### src/rtl/damc_pkg.sv
// Shared constants and encodings for the DAMC lookup responder.
// Port constants, registration status codes and FSM states.
package damc_pkg;

    localparam logic [4:0] DAMC_PORT_INVALID = 5'h0;
    localparam logic [4:0] DAMC_PORT_UNREACH = 5'h1F;

    typedef enum logic [1:0] {
        REG_NEW     = 2'd0,
        REG_UPD     = 2'd1,
        REG_FULL    = 2'd2,
        REG_ILLEGAL = 2'd3
    } reg_status_e;

    typedef enum logic [2:0] {
        S_IDLE     = 3'd0,
        S_LK_SCAN  = 3'd1,
        S_LK_RSP   = 3'd2,
        S_RG_SCAN  = 3'd3,
        S_RG_WRITE = 3'd4
    } state_e;

    function automatic logic port_legal(input logic [4:0] p);
        return (p != DAMC_PORT_INVALID) && (p != DAMC_PORT_UNREACH);
    endfunction

endpackage

### src/rtl/damc_req_fifo.sv
// Synchronous FIFO holding pending lookup addresses.
// A push into a full FIFO is accepted only when a pop happens in the same cycle.
module damc_req_fifo #(
    parameter int WIDTH = 16,
    parameter int DEPTH = 4
) (
    input  logic             clk,
    input  logic             rst_n,
    input  logic             push,
    input  logic             pop,
    input  logic [WIDTH-1:0] wdata,
    output logic [WIDTH-1:0] rdata,
    output logic             full,
    output logic             empty
);

    localparam int AW = $clog2(DEPTH);

    logic [WIDTH-1:0] mem [DEPTH];
    logic [AW:0]      wr_ptr;
    logic [AW:0]      rd_ptr;
    logic             do_push;
    logic             do_pop;

    assign empty   = (wr_ptr == rd_ptr);
    assign full    = (wr_ptr[AW] != rd_ptr[AW]) &&
                     (wr_ptr[AW-1:0] == rd_ptr[AW-1:0]);
    assign do_pop  = pop && !empty;
    assign do_push = push && (!full || do_pop);
    assign rdata   = mem[rd_ptr[AW-1:0]];

    always_ff @(posedge clk or negedge rst_n) begin
        if (!rst_n) begin
            wr_ptr <= '0;
            rd_ptr <= '0;
        end else begin
            if (do_push) wr_ptr <= wr_ptr + 1'b1;
            if (do_pop)  rd_ptr <= rd_ptr + 1'b1;
        end
    end

    always_ff @(posedge clk) begin
        if (do_push) mem[wr_ptr[AW-1:0]] <= wdata;
    end

endmodule

### src/rtl/damc_lookup_responder.sv
// DAMC lookup responder: address->port table, queued sequential lookups.
// Optional one-entry hit cache enabled by defining DAMC_HIT_CACHE_EN.
import damc_pkg::*;

module damc_lookup_responder #(
    parameter int DEPTH  = 16,
    parameter int IDX_W  = 4,
    parameter int QDEPTH = 4
) (
    input  logic        iClk,
    input  logic        iResetN,
    input  logic        DRC_DAMC_lookupValid,
    input  logic [15:0] DRC_DAMC_lookupDeviceAddr,
    output logic        DRC_DAMC_lookupRspValid,
    output logic [4:0]  DRC_DAMC_lookupRspPortID,
    input  logic        DAMC_regValid,
    output logic        DAMC_regReady,
    input  logic [15:0] DAMC_regAddr,
    input  logic [4:0]  DAMC_regPort,
    output logic        DAMC_regDone,
    output logic [1:0]  DAMC_regStatus,
    output logic        DAMC_lookupOverflow,
    input  logic        DAMC_clrOverflow
);

    state_e           state;
    logic [IDX_W-1:0] idx;
    logic [15:0]      lk_addr;
    logic [15:0]      rg_addr;
    logic [4:0]       rg_port;
    logic             rg_illegal;
    logic             mt_found;
    logic             fr_found;
    logic [IDX_W-1:0] mt_idx;
    logic [IDX_W-1:0] fr_idx;

    logic             tbl_valid [DEPTH];
    logic [15:0]      tbl_addr  [DEPTH];
    logic [4:0]       tbl_port  [DEPTH];

    logic             q_pop;
    logic             q_full;
    logic             q_empty;
    logic [15:0]      q_head;
    logic             drop;
    logic             last;
    logic             cur_hit;
    logic             cur_match;
    logic             cur_free;

`ifdef DAMC_HIT_CACHE_EN
    logic             cache_valid;
    logic [15:0]      cache_addr;
    logic [4:0]       cache_port;
    logic             cache_hit;

    assign cache_hit = cache_valid && (cache_addr == q_head);
`endif

    damc_req_fifo #(
        .WIDTH (16),
        .DEPTH (QDEPTH)
    ) u_fifo (
        .clk   (iClk),
        .rst_n (iResetN),
        .push  (DRC_DAMC_lookupValid),
        .pop   (q_pop),
        .wdata (DRC_DAMC_lookupDeviceAddr),
        .rdata (q_head),
        .full  (q_full),
        .empty (q_empty)
    );

    assign q_pop         = (state == S_IDLE) && !q_empty;
    assign drop          = DRC_DAMC_lookupValid && q_full && !q_pop;
    assign DAMC_regReady = (state == S_IDLE) && q_empty;

    assign last      = (idx == IDX_W'(DEPTH - 1));
    assign cur_hit   = tbl_valid[idx] && (tbl_addr[idx] == lk_addr);
    assign cur_match = tbl_valid[idx] && (tbl_addr[idx] == rg_addr);
    assign cur_free  = !tbl_valid[idx];

    always_ff @(posedge iClk or negedge iResetN) begin
        if (!iResetN) begin
            state                    <= S_IDLE;
            idx                      <= '0;
            lk_addr                  <= '0;
            rg_addr                  <= '0;
            rg_port                  <= '0;
            rg_illegal               <= 1'b0;
            mt_found                 <= 1'b0;
            fr_found                 <= 1'b0;
            mt_idx                   <= '0;
            fr_idx                   <= '0;
            DRC_DAMC_lookupRspValid  <= 1'b0;
            DRC_DAMC_lookupRspPortID <= '0;
            DAMC_regDone             <= 1'b0;
            DAMC_regStatus           <= REG_NEW;
            DAMC_lookupOverflow      <= 1'b0;
            for (int i = 0; i < DEPTH; i++) begin
                tbl_valid[i] <= 1'b0;
                tbl_addr[i]  <= '0;
                tbl_port[i]  <= '0;
            end
`ifdef DAMC_HIT_CACHE_EN
            cache_valid <= 1'b0;
            cache_addr  <= '0;
            cache_port  <= '0;
`endif
        end else begin
            DRC_DAMC_lookupRspValid <= 1'b0;
            DAMC_regDone            <= 1'b0;

            // A new drop wins over a same-cycle clear
            if (drop)
                DAMC_lookupOverflow <= 1'b1;
            else if (DAMC_clrOverflow)
                DAMC_lookupOverflow <= 1'b0;

            unique case (state)
                S_IDLE: begin
                    if (!q_empty) begin
                        lk_addr <= q_head;
                        idx     <= '0;
                        state   <= S_LK_SCAN;
`ifdef DAMC_HIT_CACHE_EN
                        if (cache_hit) begin
                            DRC_DAMC_lookupRspPortID <= cache_port;
                            DRC_DAMC_lookupRspValid  <= 1'b1;
                            state                    <= S_LK_RSP;
                        end
`endif
                    end else if (DAMC_regValid) begin
                        rg_addr  <= DAMC_regAddr;
                        rg_port  <= DAMC_regPort;
                        idx      <= '0;
                        mt_found <= 1'b0;
                        fr_found <= 1'b0;
                        if (port_legal(DAMC_regPort)) begin
                            rg_illegal <= 1'b0;
                            state      <= S_RG_SCAN;
                        end else begin
                            rg_illegal <= 1'b1;
                            state      <= S_RG_WRITE;
                        end
                    end
                end

                S_LK_SCAN: begin
                    if (cur_hit) begin
                        DRC_DAMC_lookupRspPortID <= tbl_port[idx];
                        DRC_DAMC_lookupRspValid  <= 1'b1;
                        state                    <= S_LK_RSP;
`ifdef DAMC_HIT_CACHE_EN
                        cache_valid <= 1'b1;
                        cache_addr  <= lk_addr;
                        cache_port  <= tbl_port[idx];
`endif
                    end else if (last) begin
                        DRC_DAMC_lookupRspPortID <= DAMC_PORT_UNREACH;
                        DRC_DAMC_lookupRspValid  <= 1'b1;
                        state                    <= S_LK_RSP;
                    end else begin
                        idx <= idx + 1'b1;
                    end
                end

                S_LK_RSP: begin
                    state <= S_IDLE;
                end

                S_RG_SCAN: begin
                    if (cur_match && !mt_found) begin
                        mt_found <= 1'b1;
                        mt_idx   <= idx;
                    end
                    if (cur_free && !fr_found) begin
                        fr_found <= 1'b1;
                        fr_idx   <= idx;
                    end
                    if (last)
                        state <= S_RG_WRITE;
                    else
                        idx <= idx + 1'b1;
                end

                S_RG_WRITE: begin
                    DAMC_regDone <= 1'b1;
                    state        <= S_IDLE;
                    if (rg_illegal) begin
                        DAMC_regStatus <= REG_ILLEGAL;
                    end else if (mt_found) begin
                        tbl_port[mt_idx] <= rg_port;
                        DAMC_regStatus   <= REG_UPD;
`ifdef DAMC_HIT_CACHE_EN
                        cache_valid <= 1'b0;
`endif
                    end else if (fr_found) begin
                        tbl_valid[fr_idx] <= 1'b1;
                        tbl_addr[fr_idx]  <= rg_addr;
                        tbl_port[fr_idx]  <= rg_port;
                        DAMC_regStatus    <= REG_NEW;
`ifdef DAMC_HIT_CACHE_EN
                        cache_valid <= 1'b0;
`endif
                    end else begin
                        DAMC_regStatus <= REG_FULL;
                    end
                end

                default: begin
                    state <= S_IDLE;
                end
            endcase
        end
    end

endmodule

### config.mk
export PLATFORM = sky130hd
export DESIGN_NAME = damc_lookup_responder
export DESIGN_NICKNAME = d
export VERILOG_FILES = /design/src/rtl/damc_pkg.sv /design/src/rtl/damc_req_fifo.sv /design/src/rtl/damc_lookup_responder.sv
export SDC_FILE = /design/constraint.sdc
export NUM_CORES = 1
export LEC_CHECK = 0
export BUFFER_PORTS_ARGS = -buffer_cell sky130_fd_sc_hd__clkbuf_2
export CAP_MARGIN = 10
export CORE_UTILIZATION = 65
export DETAILED_ROUTE_END_ITERATION = 10
export GPL_TIMING_DRIVEN = 0
export PLACE_DENSITY_LB_ADDON = 0.2
export SLEW_MARGIN = 20
export SYNTH_ARGS = -nofsm -noshare
export SYNTH_HDL_FRONTEND = slang
export SYNTH_SLANG_ARGS = --single-unit
### constraint.sdc
create_clock -name iClk -period 9 [get_ports iClk]
set_input_delay 0.45 -clock iClk [delete_from_list [all_inputs] [get_ports iClk]]
set_output_delay 0.45 -clock iClk [all_outputs]
set_load 0.02 [all_outputs]
== After elaboration in Yosys (flattened, before gate mapping) ==
Memories as Yosys holds them, arrays and structs flattened. A register that Yosys moved wholly into a read port is not among the register bits.
Index checks and enable logic that the tools add are counted.
Word-level totals
  input port bits: 42
  logic and storage cells: 192
  memories: 1
  register bits: 407
  memory bits (writable): 64
  output and inout port bits: 11
Operators by class
  eq/ne operators: 18
  add/subtract/negate cells: 3
  bitwise logic cells: 7
  magnitude comparators: 5
  reduce and logical (&&, ||, !) cells: 40
  muxes and demuxes: 54
Memories
  u_fifo.mem: words 4, width 16, read ports 1, clocked after memory_dff 1, write ports 1, RTL line damc_req_fifo.sv:19  | logic [WIDTH-1:0] mem [DEPTH];
Operators by type and width (count)
  $bwmux 256: 1
  $bwmux 80: 2
  $mux 80: 2
  $bmux 16 s4: 1
  $demux 16 s4: 1
  $mux 16: 3
  $demux 5 s4: 2
  $eq 16x16->1: 2
  $mux 5: 6
  $bmux 5 s4: 1
  $mux 3: 6
  $mux 1: 16
  $mux 4: 4
  $or 16x16->16: 1
  $ge 5x5->1 const B: 3
  $not 4->5: 3
  $logic_and 1x1->1: 14
  $ne 2x2->1 const B: 6
  $pmux 4 s3: 1
  $reduce_and 3->1: 4
  $reduce_and 4->1: 3
  $lt 5x1->1 const B: 2
  $pmux 3 s3: 1
  $reduce_and 2->1: 4
  other kinds (22): 38

== Logic depth before layout (Yosys ltp) ==
  depth after elaboration: 9
  depth in mapped cells: 12
  depth with buffers taken out: 8

== Cells and area by module ==
A second synthesis with hierarchy kept.
Second synthesis, totals
  cells, all modules: 1473
  area, all modules: 22165.0 um2
By module, submodules not included
  damc_lookup_responder: seq. area each 10435.0 um2, instances 1, cells each 1346, area an instance 19389.8 um2
  damc_req_fifo: seq. area each 2072.0 um2, instances 1, cells each 127, area an instance 2775.2 um2

== Worst setup path after synthesis ==
OpenSTA, ideal clock, no wires.
  path kind: register to register
  from: register idx[2]
  to: register DRC_DAMC_lookupRspPortID[0]
  data arrival time: 2.870 ns
  setup slack: 6.005 ns
  setup time: 0.125 ns
  stages on the path, launching flop included: 12
  clock period less this slack: 2.995 ns
  data required time: 8.875 ns
  cell sequence: dfrtp_1 buf_6 buf_6 buf_2 buf_1 mux4_2 a22oi_1 nand2_1 xnor2_1 nand3_1 a2111oi_4 mux2_2
On the way
  cells in the longest elaborated chain, start to end: 8
  elaborated cells between the ends (all ways): 16
Ends and longest elaborated chain
  start, declared: RTL line damc_lookup_responder.sv:27  | logic [IDX_W-1:0] idx;
  start signal, assigned: RTL line damc_lookup_responder.sv:164  | idx <= idx + 1'b1;
  start signal, assigned: RTL line damc_lookup_responder.sv:184  | idx <= idx + 1'b1;
  $not 4->5 (implied by the code): RTL line damc_lookup_responder.sv:79, damc_lookup_responder.sv:151
  $bmux 16 s4: RTL line damc_lookup_responder.sv:79  | assign cur_hit = tbl_valid[idx] && (tbl_addr[idx] == lk_addr);
  $mux 16 (implied by the code) (2 in a row): RTL line damc_lookup_responder.sv:79
  $eq 16x16->1: RTL line damc_lookup_responder.sv:79
  $logic_and 1x1->1: RTL line damc_lookup_responder.sv:79
  $reduce_bool 2->1 (no source line)
  $reduce_and 2->1 (no source line)
  end signal, assigned: RTL line damc_lookup_responder.sv:151  | DRC_DAMC_lookupRspPortID <= tbl_port[idx];
  end, declared: RTL line damc_lookup_responder.sv:15  | output logic [4:0] DRC_DAMC_lookupRspPortID,
Parallel ways exist; a longest one is shown, timed or not. The select of a mux whose other input is x is not followed.
A chain may end at the register's enable or synchronous reset.

== Worst setup path in the final report ==
  from: register idx[2]
  to: register DRC_DAMC_lookupRspPortID[4]
Same word-level chain as after synthesis.

==> out/results.tsv <==
metric	value	unit
status	completed	
Worst-Margin Slew	1.22	ns
Syn Nets	1553	
clk sink count	487	
CTS tree	built	
Die X	187	um
latest clock arrival within the worst-skew pair	0.59	ns
routed length per instance	26.5	um
drt first-iter violations	1531	
RSZ-0062 raised after global routing	false	
die height	187	um
vias in the first global route	14500	
initial core utilization	66.4	%
Final Cell Area	25000	um2
FILL cells	2127	
Port Buffer Count	52	
total gr overflow	0	
fin crit share	49.5	%
I/O pins	53	
Post-synth top flop	dfrtp_1	
row cnt	67	
main area contributors after synthesis	dfrtp_1 47%, mux2_2 19%, mux4_2 9.2%, edfxtp_1 8.6%, mux2i_1 2.6%	
top cell type's share of synthesized area	47.3	%
layout cells sized above 1	39.4	%
count of nets after finishing	1660	
CTS buffer count	48	
Via density	6.59	
Detailed Place HPWL	37.1	mm
WS Path Type	reg -> reg	
global-route wire length before repair	86.9	mm
DRC errors left	0	
maximum vdd ir drop	0.202	mV
LEAKAGE	11.6	nW
Post-Route Utilization	74.1	%
FF-to-FF setup slack	4.54	ns
worst relative slew slack	18.7	%
TritonRoute pass-1 iters	8	
Synth Instances	1505	
synth unique cells	62	
dpl cell area	23300	um2
final hold vios	0	
CP required	9.46	ns
Final Skew	0.0207	ns
largest net degree at the start of global routing	98	
routed wire length	55.6	mm
total vias in the final route	13800	
min cycle time layout	4.46	ns
area leader, netlist	dfrtp_1	
synth-to-layout area growth	11.7	%
Final GP Congestion	0.930	
top-count cell post-synth	dfrtp_1	
clk root buf	clkbuf_16	
crit end category	flop	
Global Route Usage Sum	33.2	%
clock buffer depth	3	
part of the Yosys area used for sequential elements	55.9	%
post_cts resized	0	
Setup violations, final	0	
top cells by count, synth	423 x dfrtp_1, 384 x mux2_2, 91 x mux4_2, 67 x clkbuf_1, 64 x edfxtp_1	
Die Area	35100	um2
Hold WC Path Type	in -> reg	
PD cells	276	nW/um2
Reg clk slew, reported paths	0.06	ns
Max Fclk	224	MHz
WP data arrival	4.92	ns
maxcap violations	0	
antenna-violating nets left	0	
fin. max-slew vios	0	
Synth Warn #	0	
initial antenna violation count	0	
H-tree level count	2	
Core Area	33700	um2
FF+latch count, synth	487	
Synth async-reset ratio	86.9	%
EDFF count, synth	64	
Ant. Diodes	0	
worst-path maximum fanout	10	
synthesized area	22400	um2
startpoint types	flop	
syn_area_per_cell	14.9	um2
## layer usage
| layer | track usage [%] | share of wire (%) |
|---|---|---|
| met2 | 51.0 | 47 |
| met1 | 47.3 | 41 |
| met4 | 13.5 | 4.1 |
| met5 | 0 | 0 |
| met3 | 6.19 | 7.6 |
## metrics by stage
step,hold slack [ns],TNS (ns),setup slack [ns],total power [mW],std cells
3_3_place_gp,0.445,-650.94,-1.58,4.70,2005
2_1_floorplan,0.154,0,6.00,4.06,1505
4_1_cts,0.0599,0,4.71,6.88,2098
3_5_place_dp,0.450,0,4.75,4.76,2009
5_1_grt,0.0729,0,4.55,7.15,2098
6_report,0.0820,0,4.54,6.89,2098
## cells by family (layout without fill, tap and decap cells)
logic type | after synthesis | after routing | synth area share [%]
xor+xnor | 37 | 37 | 1.45
compound gates | 104 | 104 | 3.33
simple gates | 214 | 214 | 5.11
fa+ha+maj | 6 | 6 | 0.336
mux | 537 | 537 | 31.5
flops | 487 | 487 | 55.9
buf+inv | 120 | 265 | 2.37
## final cells by class
cell class	instances	area (um2)	share of cell area, %
Buffer	110	493	1.97
Clock buffer	65	1370	5.47
Clock inverter	23	298	1.19
Inverter	10	37.5	0.150
Multi-Input combinational cell	898	9330	37.3
Sequential cell	487	12500	50.1
Tap cell	448	561	2.24
Timing Repair Buffer	57	389	1.56
## critical path, stage by stage, from the launching register on
cell and delay (ns):
dfrtp_1 0.36, buf_6 0.16, buf_6 0.20, buf_2 0.36
buf_1 0.85, mux4_2 0.45, a22oi_1 0.15, nand2_1 0.17
xnor2_1 0.22, nand3_1 0.15, a2111oi_4 0.83, mux2_2 0.42
## sequential cells by signal, indices dropped and copies added, names as in the netlist, 2 cells and up
signal,count
u_fifo.wr_ptr,3
tbl_addr,256
u_fifo.rd_ptr,3
lk_addr,16
idx,4
tbl_port,80
rg_addr,16
mt_idx,4
state,3
rg_port,5
DRC_DAMC_lookupRspPortID,5
fr_idx,4
tbl_valid,16
u_fifo.mem,64
DAMC_regStatus,2
## path summary, 6_finish.rpt
kind	startpoint	endpoint	cells past startpoint
worst max-delay path	idx[2]$_DFFE_PN0P_	DRC_DAMC_lookupRspPortID[4]$_DFFE_PN0P_	11
worst min-delay path	DRC_DAMC_lookupDeviceAddr[14]	u_fifo.mem[3][14]$_DFFE_PP_	1
worst max register to register	idx[2]$_DFFE_PN0P_	DRC_DAMC_lookupRspPortID[4]$_DFFE_PN0P_	11
worst min register to register	tbl_valid[14]$_DFFE_PN0P_	tbl_valid[14]$_DFFE_PN0P_	1
max in group asynchronous	iResetN	tbl_valid[8]$_DFFE_PN0P_	4
min in group asynchronous	iResetN	tbl_port[24]$_DFFE_PN0P_	2
## layout by cell type, fill, tap and decap left out, types with 19 or more instances in the layout
master       n
clkbuf_2    52
nor2_1      37
nand2b_1    26
xor2_1      19
nand2_1     54
mux4_2      91
mux2_2     384
edfxtp_1    64
clkbuf_1    74
mux2i_1     57
clkbuf_16   49
dfrtp_1    423
a22oi_1     22
## report_power, final
group          internal, mW  switching [mW]
Clock                  1.26           0.850
Sequential             2.46           0.171
Combinational         0.788            1.35
## what timing repair did
| action | 4_1_cts | 5_1_grt |
|---|---|---|
| hold endpoints to repair | 80 | 0 |
| hold buffers | 1 | 0 |
| setup buffers | 0 | 0 |
(Power assumes the default switching activity.)
